==> src/rtl/uart_rx_pkt_ctrl.sv <==
// +--------------------------------------------------------------------------+
// | uart_rx_pkt_ctrl: frames UART bytes into cmd/len/payload/XOR packets,     |
// | buffers payload in a show-ahead FIFO. Option: UART_RX_PKT_TIMEOUT_EN.     |
// | Rev 1.0                                                                   |
// +--------------------------------------------------------------------------+
`default_nettype none

module uart_rx_pkt_ctrl #(
  parameter int MAX_LEN     = 16,
  parameter int FIFO_DEPTH  = 8,
  parameter int TIMEOUT_CYC = 20000
) (
  input  logic       clk,
  input  logic       rst_n,
  input  logic [7:0] rx_data,
  input  logic       rx_done,
  output logic [7:0] pl_data,
  output logic       pl_valid,
  input  logic       pl_ready,
  output logic [7:0] pkt_cmd,
  output logic [7:0] pkt_len,
  output logic       pkt_done,
  output logic       pkt_ok,
  output logic       pkt_ovf,
  output logic       err_len,
  output logic       err_timeout,
  output logic       busy
);

  localparam int          c_aw      = $clog2(FIFO_DEPTH);
  localparam logic [7:0]  c_max_len = 8'(MAX_LEN);

  typedef enum logic [1:0] {
    S_IDLE    = 2'd0,
    S_LEN     = 2'd1,
    S_PAYLOAD = 2'd2,
    S_CHK     = 2'd3
  } state_t;

  state_t          r_state;
  logic [7:0]      r_chk;
  logic [7:0]      r_rem;
  logic            r_ovf;

  logic [7:0]      r_mem [FIFO_DEPTH];
  logic [c_aw:0]   r_wr_ptr;
  logic [c_aw:0]   r_rd_ptr;
  logic            w_full;
  logic            w_pop;
  logic            w_push;
  logic [c_aw:0]   w_wr_nxt;
  logic [c_aw:0]   w_rd_nxt;
  logic            w_tmo_hit;

  assign w_full   = (r_wr_ptr[c_aw] != r_rd_ptr[c_aw]) &&
                    (r_wr_ptr[c_aw-1:0] == r_rd_ptr[c_aw-1:0]);
  assign w_pop    = pl_valid && pl_ready;
  // A pop frees the slot in the same cycle, so a full FIFO still takes the byte.
  assign w_push   = rx_done && (r_state == S_PAYLOAD) && (!w_full || w_pop);
  assign w_wr_nxt = r_wr_ptr + (c_aw+1)'(w_push);
  assign w_rd_nxt = r_rd_ptr + (c_aw+1)'(w_pop);

`ifdef UART_RX_PKT_TIMEOUT_EN
  localparam int             c_tw  = $clog2(TIMEOUT_CYC + 1);
  localparam logic [c_tw-1:0] c_tmo = c_tw'(TIMEOUT_CYC);
  logic [c_tw-1:0] r_tmo_cnt;

  always_ff @(posedge clk or negedge rst_n) begin
    if (!rst_n) begin
      r_tmo_cnt <= '0;
    end else if (rx_done || r_state == S_IDLE) begin
      r_tmo_cnt <= '0;
    end else if (r_tmo_cnt != c_tmo) begin
      r_tmo_cnt <= r_tmo_cnt + 1'b1;
    end
  end

  assign w_tmo_hit = (r_state != S_IDLE) && (r_tmo_cnt == c_tmo) && !rx_done;
`else
  assign w_tmo_hit = 1'b0;
`endif

  always_ff @(posedge clk or negedge rst_n) begin
    if (!rst_n) begin
      r_state     <= S_IDLE;
      r_chk       <= '0;
      r_rem       <= '0;
      r_ovf       <= 1'b0;
      pkt_cmd     <= '0;
      pkt_len     <= '0;
      pkt_done    <= 1'b0;
      pkt_ok      <= 1'b0;
      pkt_ovf     <= 1'b0;
      err_len     <= 1'b0;
      err_timeout <= 1'b0;
      busy        <= 1'b0;
    end else begin
      pkt_done    <= 1'b0;
      err_len     <= 1'b0;
      err_timeout <= w_tmo_hit;
      if (rx_done) begin
        case (r_state)
          S_IDLE: begin
            pkt_cmd <= rx_data;
            r_chk   <= rx_data;
            r_ovf   <= 1'b0;
            r_state <= S_LEN;
            busy    <= 1'b1;
          end
          S_LEN: begin
            pkt_len <= rx_data;
            r_chk   <= r_chk ^ rx_data;
            if (rx_data > c_max_len) begin
              err_len <= 1'b1;
              r_state <= S_IDLE;
              busy    <= 1'b0;
            end else if (rx_data == 8'd0) begin
              r_state <= S_CHK;
            end else begin
              r_rem   <= rx_data;
              r_state <= S_PAYLOAD;
            end
          end
          S_PAYLOAD: begin
            r_chk <= r_chk ^ rx_data;
            if (!w_push) r_ovf <= 1'b1;
            r_rem <= r_rem - 8'd1;
            if (r_rem == 8'd1) r_state <= S_CHK;
          end
          default: begin
            pkt_done <= 1'b1;
            pkt_ok   <= (rx_data == r_chk) && !r_ovf;
            pkt_ovf  <= r_ovf;
            r_state  <= S_IDLE;
            busy     <= 1'b0;
          end
        endcase
      end else if (w_tmo_hit) begin
        r_state <= S_IDLE;
        busy    <= 1'b0;
      end
    end
  end

  always_ff @(posedge clk) begin
    if (w_push) r_mem[r_wr_ptr[c_aw-1:0]] <= rx_data;
  end

  always_ff @(posedge clk or negedge rst_n) begin
    if (!rst_n) begin
      r_wr_ptr <= '0;
      r_rd_ptr <= '0;
      pl_valid <= 1'b0;
      pl_data  <= '0;
    end else begin
      r_wr_ptr <= w_wr_nxt;
      r_rd_ptr <= w_rd_nxt;
      pl_valid <= (w_wr_nxt != w_rd_nxt);
      // Bypass when the incoming byte becomes the new head.
      if (w_push || w_pop) begin
        if (w_push && (r_wr_ptr[c_aw-1:0] == w_rd_nxt[c_aw-1:0]))
          pl_data <= rx_data;
        else
          pl_data <= r_mem[w_rd_nxt[c_aw-1:0]];
      end
    end
  end

endmodule

`default_nettype wire
==> config.mk <==
export PLATFORM = sky130hd
export DESIGN_NAME = uart_rx_pkt_ctrl
export DESIGN_NICKNAME = d
export VERILOG_FILES = /design/src/rtl/uart_rx_pkt_ctrl.sv
export SDC_FILE = /design/constraint.sdc
export NUM_CORES = 1
export LEC_CHECK = 0
export CORE_MARGIN = 2
export CORE_UTILIZATION = 40
export CTS_CLUSTER_SIZE = 14
export DETAILED_ROUTE_END_ITERATION = 8
export PLACE_DENSITY_LB_ADDON = 0.1
export SLEW_MARGIN = 20
export SYNTH_ARGS = -nofsm -noshare
export SYNTH_HDL_FRONTEND = slang
export SYNTH_SLANG_ARGS = --single-unit
==> constraint.sdc <==
create_clock -name clk -period 5.1 [get_ports clk]
set_clock_uncertainty 0.2 [all_clocks]
set_input_delay 1.02 -clock clk [delete_from_list [all_inputs] [get_ports clk]]
set_output_delay 1.02 -clock clk [all_outputs]
set_load 0.1 [all_outputs]
### Word-level counts from Yosys, hierarchy flattened

Memory sizes are Yosys's and may differ from the RTL's. A register that Yosys moved wholly into a read port is not among the register bits.
Cells that the tools add are included.
Widths: inputs -> output; s select.

* bits of input ports: 12
* memory bits (writable): 64
* register bits after elaboration: 49
* word-level logic and storage cells: 78
* memories kept: 1

Memory list
* r_mem: words 8, width 8, rd ports 1, clocked after memory_dff 1, wr ports 1, line 45 `logic [7:0] r_mem [FIFO_DEPTH];`

* order comparisons: 1
* bitwise gates (word level): 3
* equality and inequality tests: 12
* add/sub/neg operators: 3
* multiplexer cells: 19
* reduce and logical (&&, ||, !) cells: 25

Operators by type and width (count)
* $pmux 8 s2: 2
* $mux 8: 2
* $mux 1: 10
* $reduce_and 2->1: 5
* $add 4x1->4: 2
* $eq 8x1->1 const B: 1
* $eq 8x8->1: 1
* $gt 8x5->1 const B: 1
* $logic_not 8->1: 1
* $ne 2x2->1 const B: 4
* $sub 8x1->8 const B: 1
* $xor 8x8->8: 1
* $pmux 2 s3: 1
* $reduce_and 3->1: 2
* $reduce_bool 2->1: 3
* $logic_and 1x1->1: 5
* $mux 2: 2
* $ne 4x4->1: 1
* $reduce_and 4->1: 1
* $eq 3x3->1: 1
* $logic_not 1->1: 3
* $pmux 1 s3: 1
* $reduce_or 3->1: 1
* $eq 2x1->1 const B: 1
* 8 further kinds: 10

### Logic depth before layout (Yosys ltp)

* depth after elaboration: 7
* gate-level depth with buffers: 12
* depth with buffers taken out: 9

### Worst setup path after synthesis

No wires, ideal clock.

* kind: input-to-reg
* start: input pl_ready
* end: register pl_data[2], read port of r_mem
* path slack: 1.468 ns
* cell stages on the path: 12
* arrival: 3.298 ns
* required time: 4.766 ns
* cell sequence: and2_1 > clkbuf_1 > clkbuf_1 > ha_1 > ha_1 > buf_2 > clkbuf_1 > mux4_2 > mux2i_1 > nand2_1 > o211ai_1 > o21ai_0

* elaborated cells on any way between the ends: 5

RTL lines
* from (decl): line 19 `input logic pl_ready,`
* $logic_and 1x1->1: line 57 `assign w_pop = pl_valid && pl_ready;`
* $add 4x1->4: line 61 `assign w_rd_nxt = r_rd_ptr + (c_aw+1)'(w_pop);`
* via w_rd_nxt[1]: line 52 `logic [c_aw:0] w_rd_nxt;`
* to (decl): line 17 `output logic [7:0] pl_data,`

The timed path passes the listed nets, and every way through them passes these cells.
A chain may end at the register's enable or synchronous reset.

### Worst setup path after layout

* start: input pl_ready
* end: register pl_data[1], read port of r_mem

Same word-level chain as after synthesis.

==> run summary <==
WP data required -> 5180 ps
Largest area contributor in the netlist -> edfxtp_1
WS Path Type -> in2reg
Main combinational cell family by area after synthesis -> multiplexers
Total leakage power -> 2.50 nW
Total internal power -> 2.63 mW
GP Congestion -> 0.794
HPWL after DPL -> 7850 um
Critical path capture point type -> register
Pin count of the biggest net entering global routing -> 34
Ant. Diodes -> 0
HP Start -> pkt_cmd[7]$_DFFE_PN0P_
Final WL -> 12000 um
Syn-to-layout area delta -> 19.9%
Clk pin slew, worst setup/hold paths -> 50 ps
Vias per std cell -> 5.32
Vias in the first global route -> 3452
Post-Syn Area per Cell -> 13.7 um2
Area share of the largest cell type after synthesis -> 0.345
CTS resizes -> 0
Switching power share of the total -> 0.437
Mux cell area share after synthesis -> 0.117
Sink Count -> 121
Async SR Flop Fraction -> 0.471
# Post-CTS Setup Buffers -> 0
Switching power -> 2.04 mW
Post-synthesis sequential area ratio -> 0.602
Peak supply drop -> 445 uV
CTS tree -> done
Critical Path Fanout Max -> 18
Synthesis-stage register bit count -> 121
Remaining DRCs -> 0
Syn nets -> 428
Ys Warns -> 0
Post-synthesis simple-gate area fraction -> 0.0816
Layout cells sized above 1 -> 0.191
Ports -> 43
Filler cells -> 1189
Setup TNS -> 0 ps
Pre-Repair DR Iteration Count -> 4
Nets -> 476
Dpl cells -> 614
Port Buf Inserts -> 41
Slew of the pin with the lowest slew margin -> 998 ps
Routed vias -> 3431
Synth Area in XOR/XNOR -> 0.0450
EDFF count, synth -> 64
Reg area -> 3350 um2
Setup violations, final -> 0
Clk buf depth -> 2
Min Tclk post-route -> 3900 ps
Reg-to-Reg Start -> pl_valid$_DFF_PN0_
Min Hold Slack -> 303 ps
Seq pwr share -> 0.303
Initial DRC Count -> 252
Chip width -> 122 um
Final std cells w/o fill -> 645
Final Hold Fails -> 0
Adder-cell share of the synthesized area -> 0.0247
Slew HR -> 0.333
Status -> complete, no violations
Number of max-cap violations -> 0
First-pass GRT wire length -> 19300 um
CP startpoint -> pl_ready
Synth Cell Area -> 5570 um2
GRT Overall Usage -> 0.178
Final slew viol count -> 0
Wire per inst -> 18.7 um
Compound-Gate Fraction of Synth Area -> 0.0872
Die height -> 122 um
Clock Power Share -> 0.226
Starting density of the core -> 0.406
# H-tree levels -> 4
Core Area -> 13700 um2
Area of the multi-input gates -> 2010 um2
Worst path arrival time -> 3980 ps
Synth top area cells -> edfxtp_1, dfrtp_1, mux4_2, mux2_2, ha_1
Cts hold-fix bufs -> 0
Clock Latency Late Sink -> 410 ps
Combinational power share -> 0.471
CTS Root Cell -> clkbuf_16
Fmax -> 257 MHz
Row count -> 43
Power Dens Cells -> 701 nW/um2
Cells after synthesis -> 405
Initial antenna violation count -> 0
Final Cycle Share -> 0.764
Total die area -> 14900 um2
Post-synth cell types -> 57
Post-Route Utilization -> 0.486
GRT overflow -> 0
Antenna viol nets, final -> 0
RSZ-0062 raised after global routing -> false
Post-synth top flop -> edfxtp_1
Crit path launch type -> primary input
TritonCTS Buffers -> 17
Hold Crit Class -> reg2reg
-- synthesized netlist by cell type (6+ instances only) --
library cell  number
a21oi_1           24
buf_2              6
clkbuf_1          12
dfrtp_1           57
edfxtp_1          64
ha_1              11
inv_1              7
mux2_2            18
mux2i_1            9
mux4_2            16
nand2_1           29
nand3_1           14
nor2_1            10
nor3_1             9
o211ai_1           8
o21ai_0           27
xnor2_1           11
xor2_1            10
-- cell usage in the layout, fill, tap and decap left out, drive strengths merged, types with 10 or more instances in the layout --
| master | n |
|---|---|
| ha | 11 |
| o21ai | 28 |
| xnor2 | 12 |
| nand2 | 30 |
| nor2 | 10 |
| dfrtp | 57 |
| xor2 | 11 |
| clkdlybuf4s50 | 40 |
| edfxtp | 64 |
| a21oi | 24 |
| buf | 19 |
| nand3 | 14 |
| mux4 | 16 |
| clkbuf | 20 |
| mux2 | 18 |
-- cells by family (layout without fill, tap and decap cells) --
group	Yosys count	in the layout
buf+inv	38	98
compound gates	79	79
mux	43	43
flops	121	121
xor+xnor	24	24
fa+ha+maj	11	11
other cells	1	1
simple gates	88	88
-- path summary, 6_finish.rpt --
check / end / depth (start not counted) / slack (ps)
setup reg to reg: pl_data[1]$_DFFE_PN0P_ / 8 / 1860
min in group asynchronous: pl_data[2]$_DFFE_PN0P_ / 1 / 410
max in group asynchronous: pkt_ok$_DFFE_PN0P_ / 2 / 3440
hold reg to reg: pkt_cmd[7]$_DFFE_PN0P_ / 1 / 300
hold / removal: pkt_cmd[7]$_DFFE_PN0P_ / 1 / 300
setup / recovery: pl_data[1]$_DFFE_PN0P_ / 9 / 1200
-- per-stage QoR --
step	worst slack, ps	cell area [um2]	power, mW
after floorplan	1470	5570	3.15
after global placement	812	6150	3.63
after detailed placement	738	6150	3.65
after CTS	1210	6670	4.72
after global routing	827	6670	4.95
final	1200	6670	4.68
-- power by group through the flow --
stage          registers (mW)  clock network [mW]  logic (mW)
2_1_floorplan            2.14                   0        1.01
6_report                 1.42                1.06        2.20
4_1_cts                  1.42                1.08        2.22
3_5_place_dp             1.43                   0        2.22
3_3_place_gp             1.43                   0        2.21
5_1_grt                  1.45                1.13        2.37
-- routing by layer --
| layer | up-vias | wire length [um] | GRT usage |
|---|---|---|---|
| met2 | 82 | 5360 | 0.262 |
| li1 | 1617 | - | - |
| met1 | 1720 | 5990 | 0.258 |
| met5 | - | 0 | 0 |
| met3 | 12 | 517 | 0.0393 |
| met4 | 0 | 165 | 0.0697 |
-- state kept, by name (all words and copies together) (netlist names) --
signal and count:
pkt_done 1, r_chk 8, pl_valid 1, r_mem 64, pkt_len 8, err_len 1
r_rem 8, pl_data 8, pkt_ok 1, r_state 2, busy 1, r_wr_ptr 4
pkt_ovf 1, pkt_cmd 8, r_ovf 1, r_rd_ptr 4
-- area by class of cell --
type | instances | area share
sequential | 121 | 0.502
multi-input combinational | 246 | 0.301
timing repair buffer | 59 | 0.0810
clock buffer | 20 | 0.0655
tap | 180 | 0.0338
clock inverter | 11 | 0.0124
inverter | 8 | 0.00450
-- critical path: stages --
cell and delay, ps:
clkdlybuf4s50_1 450, and2_1 490, ha_1 280, ha_1 470, buf_4 280, xnor2_1 150
nand3_1 400, o21ai_0 310, o21ai_0 100
Power figures use the tool's default switching activity.
